--- src/rtl/outbuf_req_arbiter_pkg.sv ---
// Shared constants, bank beat packet and arbiter state encoding for the
// output-buffer write-back arbiter.
package outbuf_req_arbiter_pkg;

    localparam int NUM_BANKS  = 4;
    localparam int FV_W       = 16;
    localparam int MAX_FV_NUM = 16;
    localparam int NODE_W     = 8;

    localparam int BEATS  = MAX_FV_NUM / 2;
    localparam int BIDX_W = (BEATS > 1) ? $clog2(BEATS) : 1;
    localparam int BANK_W = (NUM_BANKS > 1) ? $clog2(NUM_BANKS) : 1;
    localparam int ADDR_W = NODE_W + BIDX_W;

    // One past the last legal beat index; a beat arriving here overflows the node slot
    localparam logic [BIDX_W:0] BEAT_LIM = (BIDX_W + 1)'(BEATS);

    typedef struct packed {
        logic                   gvalid;
        logic                   sos;
        logic                   eos;
        logic [NODE_W-1:0]      nodeid;
        logic [1:0][FV_W-1:0]   data;
    } beat_t;

    typedef enum logic [1:0] {
        ST_ARB    = 2'd0,
        ST_GRANT  = 2'd1,
        ST_STREAM = 2'd2
    } arb_state_e;

endpackage

--- src/rtl/outbuf_req_arbiter_if.sv ---
// Bank-buffer request bus and output-SRAM write port of the write-back arbiter.
// master = bank buffers / SRAM side, slave = arbiter.
interface outbuf_req_arbiter_if;
    import outbuf_req_arbiter_pkg::*;

    logic [NUM_BANKS-1:0]               bank_req;
    logic [NUM_BANKS-1:0]               bank_gvalid;
    logic [NUM_BANKS-1:0]               bank_sos;
    logic [NUM_BANKS-1:0]               bank_eos;
    logic [NUM_BANKS-1:0][NODE_W-1:0]   bank_nodeid;
    logic [NUM_BANKS-1:0][2*FV_W-1:0]   bank_data;
    logic [NUM_BANKS-1:0]               req_grant;
    logic                               sram_we;
    logic [ADDR_W-1:0]                  sram_addr;
    logic [2*FV_W-1:0]                  sram_wdata;
    logic                               wb_done;
    logic [NODE_W-1:0]                  wb_nodeid;
    logic                               proto_err;

    modport master (
        output bank_req, bank_gvalid, bank_sos, bank_eos, bank_nodeid, bank_data,
        input  req_grant, sram_we, sram_addr, sram_wdata, wb_done, wb_nodeid, proto_err
    );

    modport slave (
        input  bank_req, bank_gvalid, bank_sos, bank_eos, bank_nodeid, bank_data,
        output req_grant, sram_we, sram_addr, sram_wdata, wb_done, wb_nodeid, proto_err
    );

endinterface

--- src/rtl/outbuf_req_arbiter_rr_arbiter.sv ---
// Combinational round-robin pick: first requester at or after i_ptr, wrapping.
module rr_arbiter #(
    parameter int N = 4,
    parameter int W = 2
) (
    input  logic [N-1:0] i_req,
    input  logic [W-1:0] i_ptr,
    output logic [N-1:0] o_gnt,
    output logic [W-1:0] o_idx
);

    logic [W-1:0] w_cand;

    // Scan farthest-first so the nearest requester to the pointer is the last write
    always_comb begin
        o_gnt  = '0;
        o_idx  = '0;
        w_cand = '0;
        for (int k = N - 1; k >= 0; k--) begin
            w_cand = W'((int'(i_ptr) + k) % N);
            if (i_req[w_cand]) begin
                o_gnt         = '0;
                o_gnt[w_cand] = 1'b1;
                o_idx         = w_cand;
            end
        end
    end

endmodule

--- src/rtl/outbuf_req_arbiter.sv ---
// Round-robin write-back arbiter: grants one bank, streams its beats into the
// output SRAM at {nodeid, beat_idx}. Optional OUTBUF_PERF_CNT_EN adds per-bank stream counters.
module outbuf_req_arbiter
    import outbuf_req_arbiter_pkg::*;
(
    input  logic                        clk,
    input  logic                        reset,
    outbuf_req_arbiter_if.slave         ob
`ifdef OUTBUF_PERF_CNT_EN
    ,
    output logic [NUM_BANKS-1:0][15:0]  o_perf_streams
`endif
);

    arb_state_e                 r_state, w_state_nxt;
    logic [BANK_W-1:0]          r_ptr, r_win, w_gidx;
    logic [NUM_BANKS-1:0]       w_gnt, r_grant;
    logic [BIDX_W:0]            r_bidx, w_bidx_cur;
    logic [NODE_W-1:0]          r_node, w_node_cur, r_wb_node;
    logic                       r_we, r_done, r_perr;
    logic [ADDR_W-1:0]          r_addr;
    logic [2*FV_W-1:0]          r_wdata;
    logic                       w_launch, w_cap, w_last, w_err;
    beat_t                      w_beat;

    rr_arbiter #(.N(NUM_BANKS), .W(BANK_W)) u_rr (
        .i_req (ob.bank_req),
        .i_ptr (r_ptr),
        .o_gnt (w_gnt),
        .o_idx (w_gidx)
    );

    always_comb begin
        w_beat.gvalid = ob.bank_gvalid[r_win];
        w_beat.sos    = ob.bank_sos[r_win];
        w_beat.eos    = ob.bank_eos[r_win];
        w_beat.nodeid = ob.bank_nodeid[r_win];
        w_beat.data   = ob.bank_data[r_win];
    end

    // The GRANT-cycle beat is always index 0 and carries the node id to latch
    assign w_bidx_cur = (r_state == ST_GRANT) ? '0 : r_bidx;
    assign w_node_cur = (r_state == ST_GRANT) ? w_beat.nodeid : r_node;

    always_ff @(posedge clk) begin
        if (!reset) r_state <= ST_ARB;
        else        r_state <= w_state_nxt;
    end

    always_comb begin
        w_state_nxt = r_state;
        w_launch    = 1'b0;
        w_cap       = 1'b0;
        w_last      = 1'b0;
        w_err       = 1'b0;
        unique case (r_state)
            ST_ARB: begin
                if (|ob.bank_req) begin
                    w_launch    = 1'b1;
                    w_state_nxt = ST_GRANT;
                end
            end
            ST_GRANT: begin
                if (w_beat.gvalid && w_beat.sos) begin
                    w_cap       = 1'b1;
                    w_last      = w_beat.eos;
                    w_state_nxt = w_beat.eos ? ST_ARB : ST_STREAM;
                end else begin
                    w_err       = 1'b1;
                    w_state_nxt = ST_ARB;
                end
            end
            ST_STREAM: begin
                if (w_beat.gvalid) begin
                    if (w_beat.sos || (r_bidx >= BEAT_LIM)) begin
                        w_err       = 1'b1;
                        w_state_nxt = ST_ARB;
                    end else begin
                        w_cap       = 1'b1;
                        w_last      = w_beat.eos;
                        w_state_nxt = w_beat.eos ? ST_ARB : ST_STREAM;
                    end
                end
            end
            default: w_state_nxt = ST_ARB;
        endcase
    end

    always_ff @(posedge clk) begin
        if (!reset) begin
            r_ptr     <= '0;
            r_win     <= '0;
            r_grant   <= '0;
            r_bidx    <= '0;
            r_node    <= '0;
            r_we      <= 1'b0;
            r_addr    <= '0;
            r_wdata   <= '0;
            r_done    <= 1'b0;
            r_wb_node <= '0;
            r_perr    <= 1'b0;
        end else begin
            r_grant <= '0;
            r_we    <= 1'b0;
            r_done  <= 1'b0;
            if (w_launch) begin
                r_win   <= w_gidx;
                r_ptr   <= (w_gidx == BANK_W'(NUM_BANKS - 1)) ? '0 : w_gidx + 1'b1;
                r_grant <= w_gnt;
            end
            if (r_state == ST_GRANT) r_node <= w_beat.nodeid;
            if (w_err) r_perr <= 1'b1;
            if (w_cap) begin
                r_we    <= 1'b1;
                r_addr  <= {w_node_cur, w_bidx_cur[BIDX_W-1:0]};
                r_wdata <= w_beat.data;
                r_bidx  <= w_bidx_cur + 1'b1;
            end
            if (w_last) begin
                r_done    <= 1'b1;
                r_wb_node <= w_node_cur;
            end
        end
    end

    assign ob.req_grant  = r_grant;
    assign ob.sram_we    = r_we;
    assign ob.sram_addr  = r_addr;
    assign ob.sram_wdata = r_wdata;
    assign ob.wb_done    = r_done;
    assign ob.wb_nodeid  = r_wb_node;
    assign ob.proto_err  = r_perr;

`ifdef OUTBUF_PERF_CNT_EN
    logic [NUM_BANKS-1:0][15:0] r_perf;

    always_ff @(posedge clk) begin
        if (!reset) begin
            r_perf <= '0;
        end else if (w_last && (r_perf[r_win] != 16'hFFFF)) begin
            r_perf[r_win] <= r_perf[r_win] + 16'd1;
        end
    end

    assign o_perf_streams = r_perf;
`endif

endmodule

--- src/flat_wrapper.sv ---
// flat-port wrapper written by rule: the top's interface ports become plain ports
module outbuf_req_arbiter_flat import outbuf_req_arbiter_pkg::*;
  (clk, reset, ob_bank_req, ob_bank_gvalid, ob_bank_sos, ob_bank_eos, ob_bank_nodeid, ob_bank_data, ob_req_grant, ob_sram_we, ob_sram_addr, ob_sram_wdata, ob_wb_done, ob_wb_nodeid, ob_proto_err);
  outbuf_req_arbiter_if ob_i ();
  input  logic clk;
  input  logic reset;
  input wire logic [$bits(ob_i.bank_req)-1:0] ob_bank_req;
  input wire logic [$bits(ob_i.bank_gvalid)-1:0] ob_bank_gvalid;
  input wire logic [$bits(ob_i.bank_sos)-1:0] ob_bank_sos;
  input wire logic [$bits(ob_i.bank_eos)-1:0] ob_bank_eos;
  input wire logic [$bits(ob_i.bank_nodeid)-1:0] ob_bank_nodeid;
  input wire logic [$bits(ob_i.bank_data)-1:0] ob_bank_data;
  output wire logic [$bits(ob_i.req_grant)-1:0] ob_req_grant;
  output wire logic [$bits(ob_i.sram_we)-1:0] ob_sram_we;
  output wire logic [$bits(ob_i.sram_addr)-1:0] ob_sram_addr;
  output wire logic [$bits(ob_i.sram_wdata)-1:0] ob_sram_wdata;
  output wire logic [$bits(ob_i.wb_done)-1:0] ob_wb_done;
  output wire logic [$bits(ob_i.wb_nodeid)-1:0] ob_wb_nodeid;
  output wire logic [$bits(ob_i.proto_err)-1:0] ob_proto_err;
  assign ob_i.bank_req = ob_bank_req;
  assign ob_i.bank_gvalid = ob_bank_gvalid;
  assign ob_i.bank_sos = ob_bank_sos;
  assign ob_i.bank_eos = ob_bank_eos;
  assign ob_i.bank_nodeid = ob_bank_nodeid;
  assign ob_i.bank_data = ob_bank_data;
  assign ob_req_grant = ob_i.req_grant;
  assign ob_sram_we = ob_i.sram_we;
  assign ob_sram_addr = ob_i.sram_addr;
  assign ob_sram_wdata = ob_i.sram_wdata;
  assign ob_wb_done = ob_i.wb_done;
  assign ob_wb_nodeid = ob_i.wb_nodeid;
  assign ob_proto_err = ob_i.proto_err;
  outbuf_req_arbiter u_core (.clk(clk), .reset(reset), .ob(ob_i));
endmodule
--- config.mk ---
export PLATFORM = sky130hd
export DESIGN_NAME = outbuf_req_arbiter_flat
export DESIGN_NICKNAME = d
export VERILOG_FILES = /design/src/rtl/outbuf_req_arbiter_pkg.sv /design/src/rtl/outbuf_req_arbiter_if.sv /design/src/rtl/outbuf_req_arbiter_rr_arbiter.sv /design/src/rtl/outbuf_req_arbiter.sv /design/src/flat_wrapper.sv
export SDC_FILE = /design/constraint.sdc
export NUM_CORES = 1
export LEC_CHECK = 0
export CORE_ASPECT_RATIO = 0.6
export CORE_MARGIN = 2
export CORE_UTILIZATION = 44
export CTS_CLUSTER_DIAMETER = 80
export CTS_CLUSTER_SIZE = 25
export DETAILED_ROUTE_END_ITERATION = 10
export GPL_ROUTABILITY_DRIVEN = 1
export PLACE_DENSITY = 0.95
export SYNTH_ARGS = -nofsm -noshare
export SYNTH_HDL_FRONTEND = slang
export SYNTH_HIERARCHICAL = 1
export SYNTH_SLANG_ARGS = --single-unit
--- constraint.sdc ---
create_clock -name clk -period 4.7 [get_ports clk]
set_clock_uncertainty 0.15 [all_clocks]
set_input_delay 0.705 -clock clk [delete_from_list [all_inputs] [get_ports clk]]
set_output_delay 0.705 -clock clk [all_outputs]
set_load 0.05 [all_outputs]
### Word-level counts from Yosys, hierarchy flattened

Cells that the tools add are included.

| storage, ports and cells | value |
|---|---|
| flip-flop bits (word level) | 76 |
| output and inout port bits | 58 |

| cells by class | value |
|---|---|
| add/subtract/negate cells | 5 |
| $lt $le $gt $ge | 10 |
| equal/unequal tests | 5 |
| mux-type cells | 59 |
| reductions and logical operators | 10 |

Operators with widths:

| kind | number |
|---|---|
| $bmux 32 s2 | 1 |
| $mux 32 | 1 |
| $mux 1 | 24 |
| $mux 2 | 10 |
| $mux 4 | 5 |
| $bmux 8 s2 | 1 |
| $mux 8 | 2 |
| $lt 2x3->1 const B | 5 |
| $bmux 1 s2 | 7 |
| $demux 1 s2 | 4 |
| $ge 2x1->1 const B | 4 |
| $pmux 1 s2 | 3 |
| $pmux 2 s3 | 1 |
| $logic_and 1x1->1 | 5 |
| $add 2x1->2 const B | 2 |
| $add 2x2->2 const B | 2 |
| $add 4x1->4 const B | 1 |
| $eq 2x2->1 const B | 2 |
| $ge 4x4->1 const B | 1 |
| $ne 2x1->1 const B | 2 |
| $reduce_and 2->1 | 2 |
| $reduce_or 4->1 | 1 |
| $eq 2x1->1 const B | 1 |
| $logic_not 2->1 | 1 |
| $logic_or 1x1->1 | 1 |

### Depth between registers and ports, before layout

Gate-level depths: netlist of run 1.

| depth | value |
|---|---|
| word-level depth | 9 |
| mapped depth | 12 |
| depth with buffers taken out | 10 |

### Hierarchy

The synthesis of run 1 kept the hierarchy.

By module, submodules not included:

| module | times used | cells an instance | area an instance (um^2) | seq. area each (um^2) |
|---|---|---|---|---|
| outbuf_req_arbiter | 1 | 392 | 4063.9 | 1521.5 |
| rr_arbiter | 1 | 60 | 490.5 | 0.0 |

### Worst setup path before layout of run 1

No wires, ideal clock.

| timing | value |
|---|---|
| kind | flip-flop to flip-flop |
| start point | reg u_core.r_ptr[1] |
| end point | reg u_core.r_grant[1], in the netlist u_core/ob.req_grant[1] |
| setup time | 0.060 ns |
| arrival | 2.352 ns |
| setup slack | 2.138 ns |
| cell stages (with the launch flop) | 9 |
| buffers on the path | 1 |
| period minus slack after synthesis | 2.562 ns |
| path through | dfxtp_1 -> inv_1 -> ha_1 -> clkbuf_2 -> mux4_2 -> or4_1 -> a21o_1 -> o211ai_1 -> and3_1 |

| between the ends | value |
|---|---|
| longest elaborated chain between the ends | 9 |
| elaborated cells between the ends (all ways) | 35 |
| those cells by class | add/sub (3); order compare (8); mux (20); reduce/logical (4) |

RTL lines:

| what | line | source |
|---|---|---|
| start: declaration | outbuf_req_arbiter.sv:16 | `logic [BANK_W-1:0] r_ptr, r_win, w_gidx;` |
| start signal: assignment | outbuf_req_arbiter.sv:108 | `r_ptr <= (w_gidx == BANK_W'(NUM_BANKS - 1)) ? '0 : w_gidx + 1'b1;` |
| $add 2x2->2 | outbuf_req_arbiter_rr_arbiter.sv:20 | `w_cand = W'((int'(i_ptr) + k) % N);` |
| $lt 2x3->1 (implied by the code) or $ge 2x1->1 (tied branches) | outbuf_req_arbiter_rr_arbiter.sv:23 | `o_gnt[w_cand] = 1'b1;` |
| $logic_and 1x1->1 (implied by the code) | outbuf_req_arbiter_rr_arbiter.sv:23 |  |
| $mux 1 (implied by the code) | outbuf_req_arbiter_rr_arbiter.sv:23 |  |
| $demux 1 s2 | outbuf_req_arbiter_rr_arbiter.sv:23 |  |
| $mux 4 (3 in a row) | outbuf_req_arbiter_rr_arbiter.sv:21 | `if (i_req[w_cand]) begin` |
| $mux 4 (*) | outbuf_req_arbiter_rr_arbiter.sv:21 |  |
| net u_core.w_gnt[1] | outbuf_req_arbiter.sv:17 | `logic [NUM_BANKS-1:0] w_gnt, r_grant;` |
| end signal: assignment | outbuf_req_arbiter.sv:109 | `r_grant <= w_gnt;` |
| end: declaration | outbuf_req_arbiter.sv:17 |  |

Mark *: on every way through the listed nets, which the timed path passes. The rest lies on a longest branch. The select of a mux whose other input is x is not followed.
A chain may end at the register's enable or synchronous reset.

### Worst setup path in the final report of run 1

| timing | value |
|---|---|
| start point | in ob_bank_sos[3] |
| end point | reg u_core.r_wdata[3], in the netlist u_core/ob.sram_wdata[3] |

| between the ends | value |
|---|---|
| longest elaborated chain between the ends | 6 |
| elaborated cells between the ends (all ways) | 8 |
| those cells by class | mux (6); reduce/logical (2) |

RTL lines:

| what | line | source |
|---|---|---|
| start: declaration | flat_wrapper.sv:9 | `input wire logic [$bits(ob_i.bank_sos)-1:0] ob_bank_sos;` |
| $bmux 1 s2 (*) | outbuf_req_arbiter.sv:35 | `w_beat.sos = ob.bank_sos[r_win];` |
| $mux 1 (implied by the code) (*) | outbuf_req_arbiter.sv:35 |  |
| $logic_or 1x1->1 | outbuf_req_arbiter.sv:75 | `if (w_beat.sos \|\| (r_bidx >= BEAT_LIM)) begin` |
| $mux 1 | outbuf_req_arbiter.sv:75 |  |
| $mux 1 | outbuf_req_arbiter.sv:74 | `if (w_beat.gvalid) begin` |
| $pmux 1 s2 (*) | outbuf_req_arbiter.sv:56 | `unique case (r_state)` |
| end signal: assignment | outbuf_req_arbiter.sv:116 | `r_wdata <= w_beat.data;` |
| end: declaration | outbuf_req_arbiter.sv:22 | `logic [2*FV_W-1:0] r_wdata;` |

Mark *: on every way between the ends. The rest lies on a longest branch, timed or not. The select of a mux whose other input is x is not followed.

==> out/metrics.cfg, run 1 <==
[critical_path]
cp-start-kind=input pin
cp_cell_sequence=clkdlybuf4s50_1 -> mux4_2 -> mux2i_4 -> o21ai_0 -> a21oi_1
cp.arrival_ns=3.25
crit_type=in -> reg
cpMaxStageDelayCell=mux2i_4
worst_setup_path_end_kind=register
cp_max_fo=47
crit_required_ns=4.79
max_stage_delay_ns=0.99

[cts]
cts_buffers=9
post_cts_buffers=0
cts_root_buffer=clkbuf_16
cts_tree=done
cts_sinks=76
htree_levels=3
cts_buffer_depth=2
clkLatencyLatePin_ns=0.32
cts_resized=0
hold_buffers=0
clk_pin_slew_ns=0.06

[grt]
use_met1_pct=31.6
track_usage_pct=26.9
busiest_layer=met2
grt_pass1_wl_um=23800
grt_max_degree=55
grt_pass1_vias=4785
grt.overflow.total=0
grt_antenna_before_repair=0
gr-usage-met3_pct=6.90
grt_use_met2_pct=47.2

[logic_synthesis]
synthXorXnorAreaFrac_pct=0.192
ys.flop_type=dfxtp_1
syn-cell-area_um2=4550
synth_top_family_by_area=multiplexers
ys_ff_latch=76
async_reset_ff_share_pct=0
syn-instance-count=452
synth_warnings=6
synth_fp_nets=645
synth.most_common_cell=dfxtp_1
synthSimpleGateAreaFrac_pct=13.3
synth_fa_ha_area_share_pct=4.12
yosys-top-cells-count=dfxtp_1 (76), a21oi_1 (49), mux4_2 (42)
synthMuxAreaShare_pct=29.3
yosysSeqAreaShare_pct=33.4
ys_types=51
synth_top_area_share_pct=33.4
ys_top_cells_by_area=dfxtp_1 (33%), mux4_2 (21%), a21oi_1 (5.4%)
synth-edff-count=0
synth.avg_cell_area_um2=10.1
synth_area_leader_cell=dfxtp_1
synth-compound-area-share_pct=13.4

[drt]
routed_wl_um=15200
vias=4661
route.detailed.drc=0
ant_nets=0
firstDrtPassIters=4
wl_per_cell_um=19.1
first_iter_violations=279
vias_per_cell=5.85

[finish]
layout.nets=852
antennaDiodeCount=0
drive_above_1_share_pct=12.2
area_delta_synth_final_pct=57.0
final_area_um2=7150
fill_cells=720
instances_no_fill=797

[floorplanning]
die_y_um=82.8
die-area_um2=11200
start_util_pct=45.8
coreArea_um2=9950
die_width_um=135
ios=236
fp-row-count=28

[timing]
setup_viol=0
hold_viol=0
post-route-min-period_ns=3.16
worst_pin_slew_ns=1.25
maxSlewHeadroom_pct=14.6
max_freq_ghz=0.316
rsz0062_at_grt=no
tns_ns=0
slew_viol_final=0
setup_slack_ns=1.54
fin_crit_sh_pct=67.3

[pwr]
peakVddDrop_mv=0.226
p_leak_nw=2.53
powerDensity_nw_per_um2=378

[placement]
io_buffers=235
dp_cells=783
place_area_um2=6890
gp_congestion=0.910
hpwl_um=11500
dpl_worst_slack_ns=1.27

[hold_path]
hold_path.class=reg -> reg

[outcome]
status=finished clean

[flow_run]
maxCapViolCount=0

## final cells by class
cell class                      instances  area (um^2)  share of cell area, %
Sequential cell                        76         1520                   21.3
Multi-Input combinational cell        318         2760                   38.6
Timing Repair Buffer                  239         2380                   33.3
Tap cell                              135          169                   2.36
Clock inverter                          2         12.5                  0.175
Inverter                               15         56.3                  0.787
Clock buffer                           12          246                   3.45
## per-layer routing
metal  wire length (um)  share of wire (%)
met5                  0                  0
met4                396                2.6
met3               1120                7.4
met2               7730                 51
met1               5950                 39
## flip-flops by register name, summed over array words and instances (netlist names)
register and flops:
u_core/ob.sram_wdata 32, u_core/r_bidx 4, u_core/ob.sram_addr 11, u_core/r_win 2, u_core/ob.wb_nodeid 8, u_core/r_node 8
u_core/r_ptr 2, u_core/ob.wb_done 1, u_core/ob.proto_err 1, u_core/ob.sram_we 1, u_core/r_state 2, u_core/ob.req_grant 4
## cells in the final DEF, fill, tap and decap left out, types with 3 or more instances in the layout
master / Yosys / routed
mux2i_1: 17 / 16
clkbuf_16: 0 / 9
nand4_1: 5 / 5
clkdlybuf4s50_1: 0 / 235
inv_1: 14 / 14
a21oi_1: 49 / 49
and3_1: 5 / 5
nor2b_1: 5 / 5
nor2_1: 11 / 11
a22oi_1: 3 / 3
o21ai_0: 39 / 39
nand2_1: 22 / 22
mux4_2: 42 / 42
buf_4: 4 / 4
nand3_1: 37 / 37
mux4_1: 3 / 3
nor3_1: 19 / 19
ha_1: 15 / 15
a31oi_1: 5 / 5
mux2_2: 11 / 11
dfxtp_1: 76 / 74
## through the flow
| stage | total power, mW | util, % | hold slack (ns) |
|---|---|---|---|
| after floorplan | 1.73 | - | 0.299 |
| after global placement | 2.04 | 69.3 | 0.293 |
| after detailed placement | 2.09 | 69.3 | 0.304 |
| after CTS | 2.71 | 71.9 | 0.312 |
| after global routing | 2.85 | 71.9 | 0.337 |
| final | 2.70 | 71.9 | 0.309 |
## critical path: cells and delay by family
family | cells | cell delay (ns)
compound gates | 2 | 0.53
mux | 2 | 1.57
buf+inv | 1 | 0.41
## path summary, 6_finish.rpt
| kind | startpoint | end | slack (ns) | cells after the start |
|---|---|---|---|---|
| hold / removal | u_core/ob.wb_nodeid[3]$_SDFFE_PN0P_ | u_core/ob.wb_nodeid[3]$_SDFFE_PN0P_ | 0.31 | 2 |
| setup / recovery | ob_bank_sos[3] | u_core/ob.sram_wdata[3]$_SDFFE_PN0P_ | 1.54 | 5 |
| hold reg to reg | u_core/ob.wb_nodeid[3]$_SDFFE_PN0P_ | u_core/ob.wb_nodeid[3]$_SDFFE_PN0P_ | 0.31 | 2 |
| setup reg to reg | u_core/r_win[0]$_SDFFE_PN0P_ | u_core/ob.sram_wdata[3]$_SDFFE_PN0P_ | 1.65 | 4 |
## power breakdown
part	leakage (nW)	internal, mW	switching (mW)
logic	1.79	0.633	0.669
clock network	0.125	0.365	0.246
registers	0.617	0.708	0.0847
## logic make-up after synthesis
family / after synthesis
flip-flops: 76
multiplexers: 74
AND/OR/NAND/NOR: 118
AO/OA/AOI/OAI: 110
XOR/XNOR: 1
buffers and inverters: 58
adder cells (fa/ha/maj): 15
Power figures use the tool's default switching activity.
==> run 2, diff against run 1 <==
CORE_UTILIZATION = 40   (was 44)
PLACE_DENSITY = 0.89   (was 0.95)
clock period = 3.2 ns   (was 4.7 ns; I/O delays follow)
==> run 2 against run 1 <==
  * Combinational power grew 55%
  * Clock-buffer cell count is 1 higher
  * Global-route usage shrank 1.9 points
  * Clock power grew 69%
  * Sequential share of layout area decreased by 0.36 points
  * Power rose by 55%
  * Setup slack worse by 0.99 ns
  * Critical path depth is the same
  * Register-to-register slack worse by 1.1 ns
  * Flip-flop and latch count is the same
  * Final area up 1.9%
  * Largest cell class unchanged
  * Highest routed layer unchanged
==> out/metrics.cfg, run 2 (synthesized netlist as in run 1, its figures left out) <==
[cts]
post_cts_buffers=0  ; unchanged
hold_buffers=0  ; unchanged
clk_pin_slew_ns=0.05  ; about the same
htree_levels=3  ; unchanged
clkLatencyLatePin_ns=0.32  ; about the same
cts_resized=0  ; unchanged
cts_buffers=9  ; unchanged
cts_root_buffer=clkbuf_16
cts_tree=done
cts_sinks=76  ; unchanged
cts_buffer_depth=2  ; unchanged

[critical_path]
max_stage_delay_ns=0.70  ; -0.29 ns
worst_setup_path_end_kind=register
cp.arrival_ns=2.75  ; -0.50 ns
cpMaxStageDelayCell=mux2i_4
crit_type=reg -> reg
crit_required_ns=3.29  ; -1.50 ns
reg2reg_slack_ns=0.55  ; -1.10 ns
cp_cell_sequence=mux4_2 -> mux2i_4 -> buf_4 -> o21ai_0 -> a21oi_1
cp_max_fo=30  ; -36%
cp-start-kind=register

[grt]
grt_max_degree=48  ; -13%
track_usage_pct=25.0  ; -1.9 points
grt_pass1_wl_um=23700  ; -0.64%
grt_pass1_vias=4643  ; -3.0%
grt.overflow.total=0  ; unchanged
grt_antenna_before_repair=0  ; unchanged

[finish]
layout_common_cells=clkdlybuf4s50_1 (235), dfxtp_1 (74), a21oi_1 (49), mux4_2 (42), o21ai_0 (39)
area_delta_synth_final_pct=60.0
final_common_cell=clkdlybuf4s50_1
drive_above_1_share_pct=13.6  ; +1.3 points
layout.nets=859  ; +0.82%
largest_reg_flops=32  ; unchanged
antennaDiodeCount=0  ; unchanged

[drt]
ant_nets=0  ; unchanged
vias_per_cell=5.61  ; -4.1%
wl_per_cell_um=19.0  ; -0.19%
routed_wl_um=15500  ; +2.1%
firstDrtPassIters=5  ; +1
route.detailed.drc=0  ; unchanged
first_iter_violations=217  ; -22%
vias=4572  ; -1.9%

[pwr]
peakVddDrop_mv=0.301  ; +33%
p_leak_nw=2.60  ; +2.8%
p_sw_mw=1.51  ; +51%
pwr-share-seq_pct=27.1  ; -2.2 points
swShare_pct=36.1  ; -0.87 points
comb_power_share_pct=48.3  ; +0.2 points
power.internal_mw=2.68  ; +57%
p_total_mw=4.19  ; +55%
powerDensity_nw_per_um2=575  ; +52%
clkPwrFrac_pct=24.6  ; +2.0 points

[timing]
max_freq_ghz=0.377
post-route-min-period_ns=2.65
setup_viol=0  ; unchanged
worst_pin_slew_ns=0.877  ; -0.377 ns
fin_crit_sh_pct=83.0
hold_viol=0  ; unchanged
tns_ns=0  ; unchanged
maxSlewHeadroom_pct=41.5  ; +27 points
rsz0062_at_grt=no
slew_viol_final=0  ; unchanged

[placement]
hpwl_um=12000  ; +4.4%
gp_congestion=0.876  ; -3.8%
io_buffers=235  ; unchanged

[floorplanning]
start_util_pct=40.7  ; -5.1 points
fp-row-count=30  ; +7.1%
die-area_um2=12300  ; +9.6%
die_y_um=86.7  ; +4.6%
ios=236  ; unchanged
die_width_um=142  ; +4.7%
coreArea_um2=11200  ; +12%

[flow_run]
maxCapViolCount=0  ; unchanged

[outcome]
status=finished clean

[hold_path]
hold_path.class=reg -> reg

-- run 2: through the flow --
step                hold slack (ns)  utilization (%)  instance area (um^2)  worst slack (ns)  std cells
floorplan                     0.299                -                  4550             0.638        452
global placement              0.298             62.3                  6970             0.365        799
detailed placement            0.304             62.3                  6970             0.232        799
CTS                           0.315             65.1                  7290             0.533        815
global route                  0.334             65.1                  7290             0.383        815
finish                        0.314             65.1                  7290             0.545        815
-- run 2: power groups by stage --
stage / combinational (mW) / clock, mW / sequential [mW]
2_1_floorplan: 1.27 / 0 / 1.28
3_3_place_gp: 1.92 / 0 / 1.15
3_5_place_dp: 2.01 / 0 / 1.16
4_1_cts: 2.01 / 1.05 / 1.14
5_1_grt: 2.15 / 1.10 / 1.15
6_report: 2.02 / 1.03 / 1.13
-- run 2: path summary, 6_finish.rpt --
check                                       from                              endpoint  cells after the start
max                 u_core/r_win[0]$_SDFFE_PN0P_  u_core/ob.sram_wdata[8]$_SDFFE_PN0P_                      5
min          u_core/ob.wb_nodeid[0]$_SDFFE_PN0P_   u_core/ob.wb_nodeid[0]$_SDFFE_PN0P_                      2
max reg2reg         u_core/r_win[0]$_SDFFE_PN0P_  u_core/ob.sram_wdata[8]$_SDFFE_PN0P_                      5
min reg2reg  u_core/ob.wb_nodeid[0]$_SDFFE_PN0P_   u_core/ob.wb_nodeid[0]$_SDFFE_PN0P_                      2
-- run 2: final cells by class --
type                       instances  area [um^2]
clock inverter                     3         43.8
clock buffer                      13          270
inverter                          15         56.3
multi-input combinational        318         2760
fill                             868         3900
sequential                        76         1530
tap                              144          180
timing repair buffer             246         2450
-- run 2: metal layers --
| layer | track usage [%] | share of wire (%) |
|---|---|---|
| met5 | 0 | 0 |
| met4 | 7.36 | 1.4 |
| met3 | 6.74 | 7.3 |
| met2 | 43.9 | 50 |
| met1 | 30.5 | 41 |
-- run 2: critical path: cells and delay by family (launching register included) --
kind / cells / cell delay (ns)
multiplexers: 2 / 1.35
AO/OA/AOI/OAI: 2 / 0.27
buffers and inverters: 1 / 0.29
flip-flops: 1 / 0.50
==> run 3, diff against run 2 <==
clock period = 2.6 ns   (was 3.2 ns; I/O delays follow)
==> run 3 against run 2 <==
  * Clock-buffer cell count decreased by 4
  * Non-clock buffer count increased by 11
  * Fmax increased by 13%
  * Power increased by 24%
  * Sequential share of layout area decreased by 0.34 points
  * Combinational power increased by 29%
  * Critical path depth increased by 2
  * Flip-flop and latch count unchanged
  * Critical path type unchanged
==> out/metrics.cfg, run 3 (synthesized netlist as in run 1, its figures left out) <==
[critical_path]
max_stage_delay_ns=0.51  ; -0.19 ns
cp_max_fo=8  ; -73%
cp.arrival_ns=2.47  ; -0.28 ns
reg2reg_depth=7  ; +2
cp_cell_sequence=inv_1 -> ha_1 -> mux4_2 -> or4_1 -> a21o_1 -> o211ai_1 -> and3_1
cp-start-kind=register
crit_type=reg -> reg
crit_required_ns=2.72  ; -0.57 ns
worst_setup_path_end_kind=register
cpMaxStageDelayCell=or4_1

[drt]
route.detailed.drc=0  ; unchanged
vias_per_cell=5.63  ; +0.44%
first_iter_violations=273  ; +26%
firstDrtPassIters=5  ; unchanged
ant_nets=0  ; unchanged
vias=4654  ; +1.8%
routed_wl_um=15300  ; -1.1%
wl_per_cell_um=18.6  ; -2.4%

[placement]
place_area_um2=7100  ; +1.9%
dpl_worst_slack_ns=-0.0714  ; -0.303 ns
io_buffers=235  ; unchanged
dp_cells=810  ; +1.4%
gp_congestion=0.838  ; -4.3%
hpwl_um=12100  ; +0.96%

[cts]
hold_buffers=0  ; unchanged
post_cts_buffers=0  ; unchanged
htree_levels=3  ; unchanged
cts_tree=done
cts_resized=0  ; unchanged
cts_sinks=76  ; unchanged
cts_buffer_depth=2  ; unchanged
clk_pin_slew_ns=0.06  ; about the same
cts_buffers=9  ; unchanged
clkLatencyLatePin_ns=0.33  ; about the same
cts_root_buffer=clkbuf_16

[finish]
instances_no_fill=826  ; +1.3%
area_delta_synth_final_pct=62.6
register_area_um2=1530  ; unchanged
largest_reg_flops=32  ; unchanged
drive_above_1_share_pct=15.1  ; +1.5 points
multi_input_area_um2=2760  ; unchanged
layout.nets=870  ; +1.3%
final_common_cell=clkdlybuf4s50_1
final_area_um2=7400  ; +1.6%
layout_common_cells=clkdlybuf4s50_1 (235), dfxtp_1 (74), a21oi_1 (49), mux4_2 (42), o21ai_0 (39)
final_util_pct=66.2  ; +1.1 points
fill_cells=863  ; -0.58%
antennaDiodeCount=0  ; unchanged

[hold_path]
hold_path_depth=2  ; unchanged
hold_path.class=reg -> reg

[grt]
grt_pass1_wl_um=23800  ; +0.32%
grt_pass1_vias=4654  ; +0.24%
grt_antenna_before_repair=0  ; unchanged
grt.overflow.total=0  ; unchanged
track_usage_pct=24.9  ; -0.060 points
grt_max_degree=48  ; unchanged

[pwr]
pwr-share-seq_pct=26.4  ; -0.7 points
peakVddDrop_mv=0.380  ; +26%
clkPwrFrac_pct=23.7  ; -0.9 points
p_leak_nw=2.66  ; +2.0%
powerDensity_nw_per_um2=704  ; +22%
comb_power_share_pct=49.9  ; +1.6 points
swShare_pct=36.4  ; +0.29 points
power.internal_mw=3.32  ; +24%
p_sw_mw=1.90  ; +25%

[timing]
max_freq_ghz=0.426  ; +13%
rsz0062_at_grt=no
post-route-min-period_ns=2.35  ; -0.307 ns
hold_viol=0  ; unchanged
setup_slack_ns=0.253  ; -0.293 ns
fin_crit_sh_pct=90.3  ; +7.3 points
worst_pin_slew_ns=0.790  ; -0.0877 ns
setup_viol=0  ; unchanged
maxSlewHeadroom_pct=47.2  ; +5.7 points
slew_viol_final=0  ; unchanged

[floorplanning]
die_width_um=142  ; unchanged
die-area_um2=12300  ; unchanged
ios=236  ; unchanged
die_y_um=86.7  ; unchanged
fp-row-count=30  ; unchanged
coreArea_um2=11200  ; unchanged
start_util_pct=40.7  ; unchanged

[flow_run]
maxCapViolCount=0  ; unchanged

[outcome]
status=finished clean

run 3: cell types whose count changed in the layout (fill, tap and decap cells not counted):
cell	delta
buf_4	+7
buf_12	+4
clkbuf_8	-3
clkinvlp_4	+3
clkbuf_1	-1
inv_6	+1
run 3: power groups by stage:
stage          clock network (mW)  registers [mW]  logic, mW
2_1_floorplan                   0            1.57       1.56
3_3_place_gp                    0            1.40       2.52
3_5_place_dp                    0            1.41       2.59
4_1_cts                      1.26            1.38       2.59
5_1_grt                      1.31            1.40       2.77
6_report                     1.24            1.38       2.60
run 3: final timing paths:
kind	start	to	slack (ns)
worst min register to register	u_core/ob.wb_nodeid[1]$_SDFFE_PN0P_	u_core/ob.wb_nodeid[1]$_SDFFE_PN0P_	0.31
worst min-delay path	u_core/ob.wb_nodeid[1]$_SDFFE_PN0P_	u_core/ob.wb_nodeid[1]$_SDFFE_PN0P_	0.31
worst max-delay path	u_core/r_ptr[0]$_SDFFE_PN0P_	u_core/ob.req_grant[1]$_SDFF_PN0_	0.25
worst max register to register	u_core/r_ptr[0]$_SDFFE_PN0P_	u_core/ob.req_grant[1]$_SDFF_PN0_	0.25
run 3: per-stage QoR:
step | power (mW) | hold slack (ns) | setup TNS [ns]
finish | 5.21 | 0.313 | 0
floorplan | 3.13 | 0.299 | 0
detailed placement | 3.99 | 0.300 | -0.0968
global placement | 3.92 | 0.292 | 0
global route | 5.47 | 0.327 | 0
CTS | 5.23 | 0.309 | 0
run 3: worst max-delay path, delay by kind of cell (launching register included):
| kind | cells | cell delay (ns) |
|---|---|---|
| compound gates | 2 | 0.24 |
| flops | 1 | 0.33 |
| fa+ha+maj | 1 | 0.44 |
| mux | 1 | 0.35 |
| buf+inv | 1 | 0.11 |
| simple gates | 2 | 0.67 |
run 3: layout make-up:
type | instances | area share (%)
clock inverter | 7 | 1.01
timing repair buffer | 257 | 34.8
inverter | 15 | 0.760
multi-input combinational | 318 | 37.3
tap | 144 | 2.43
sequential | 76 | 20.6
clock buffer | 9 | 3.04
run 3: metal layers:
layer  GRT usage, %  wire length, um  up-vias
li1               -                -     2155
met1           30.7             6180     2227
met2           44.4             7770      244
met3           4.97             1010       28
met4           8.36              377        0
met5              0                0        -
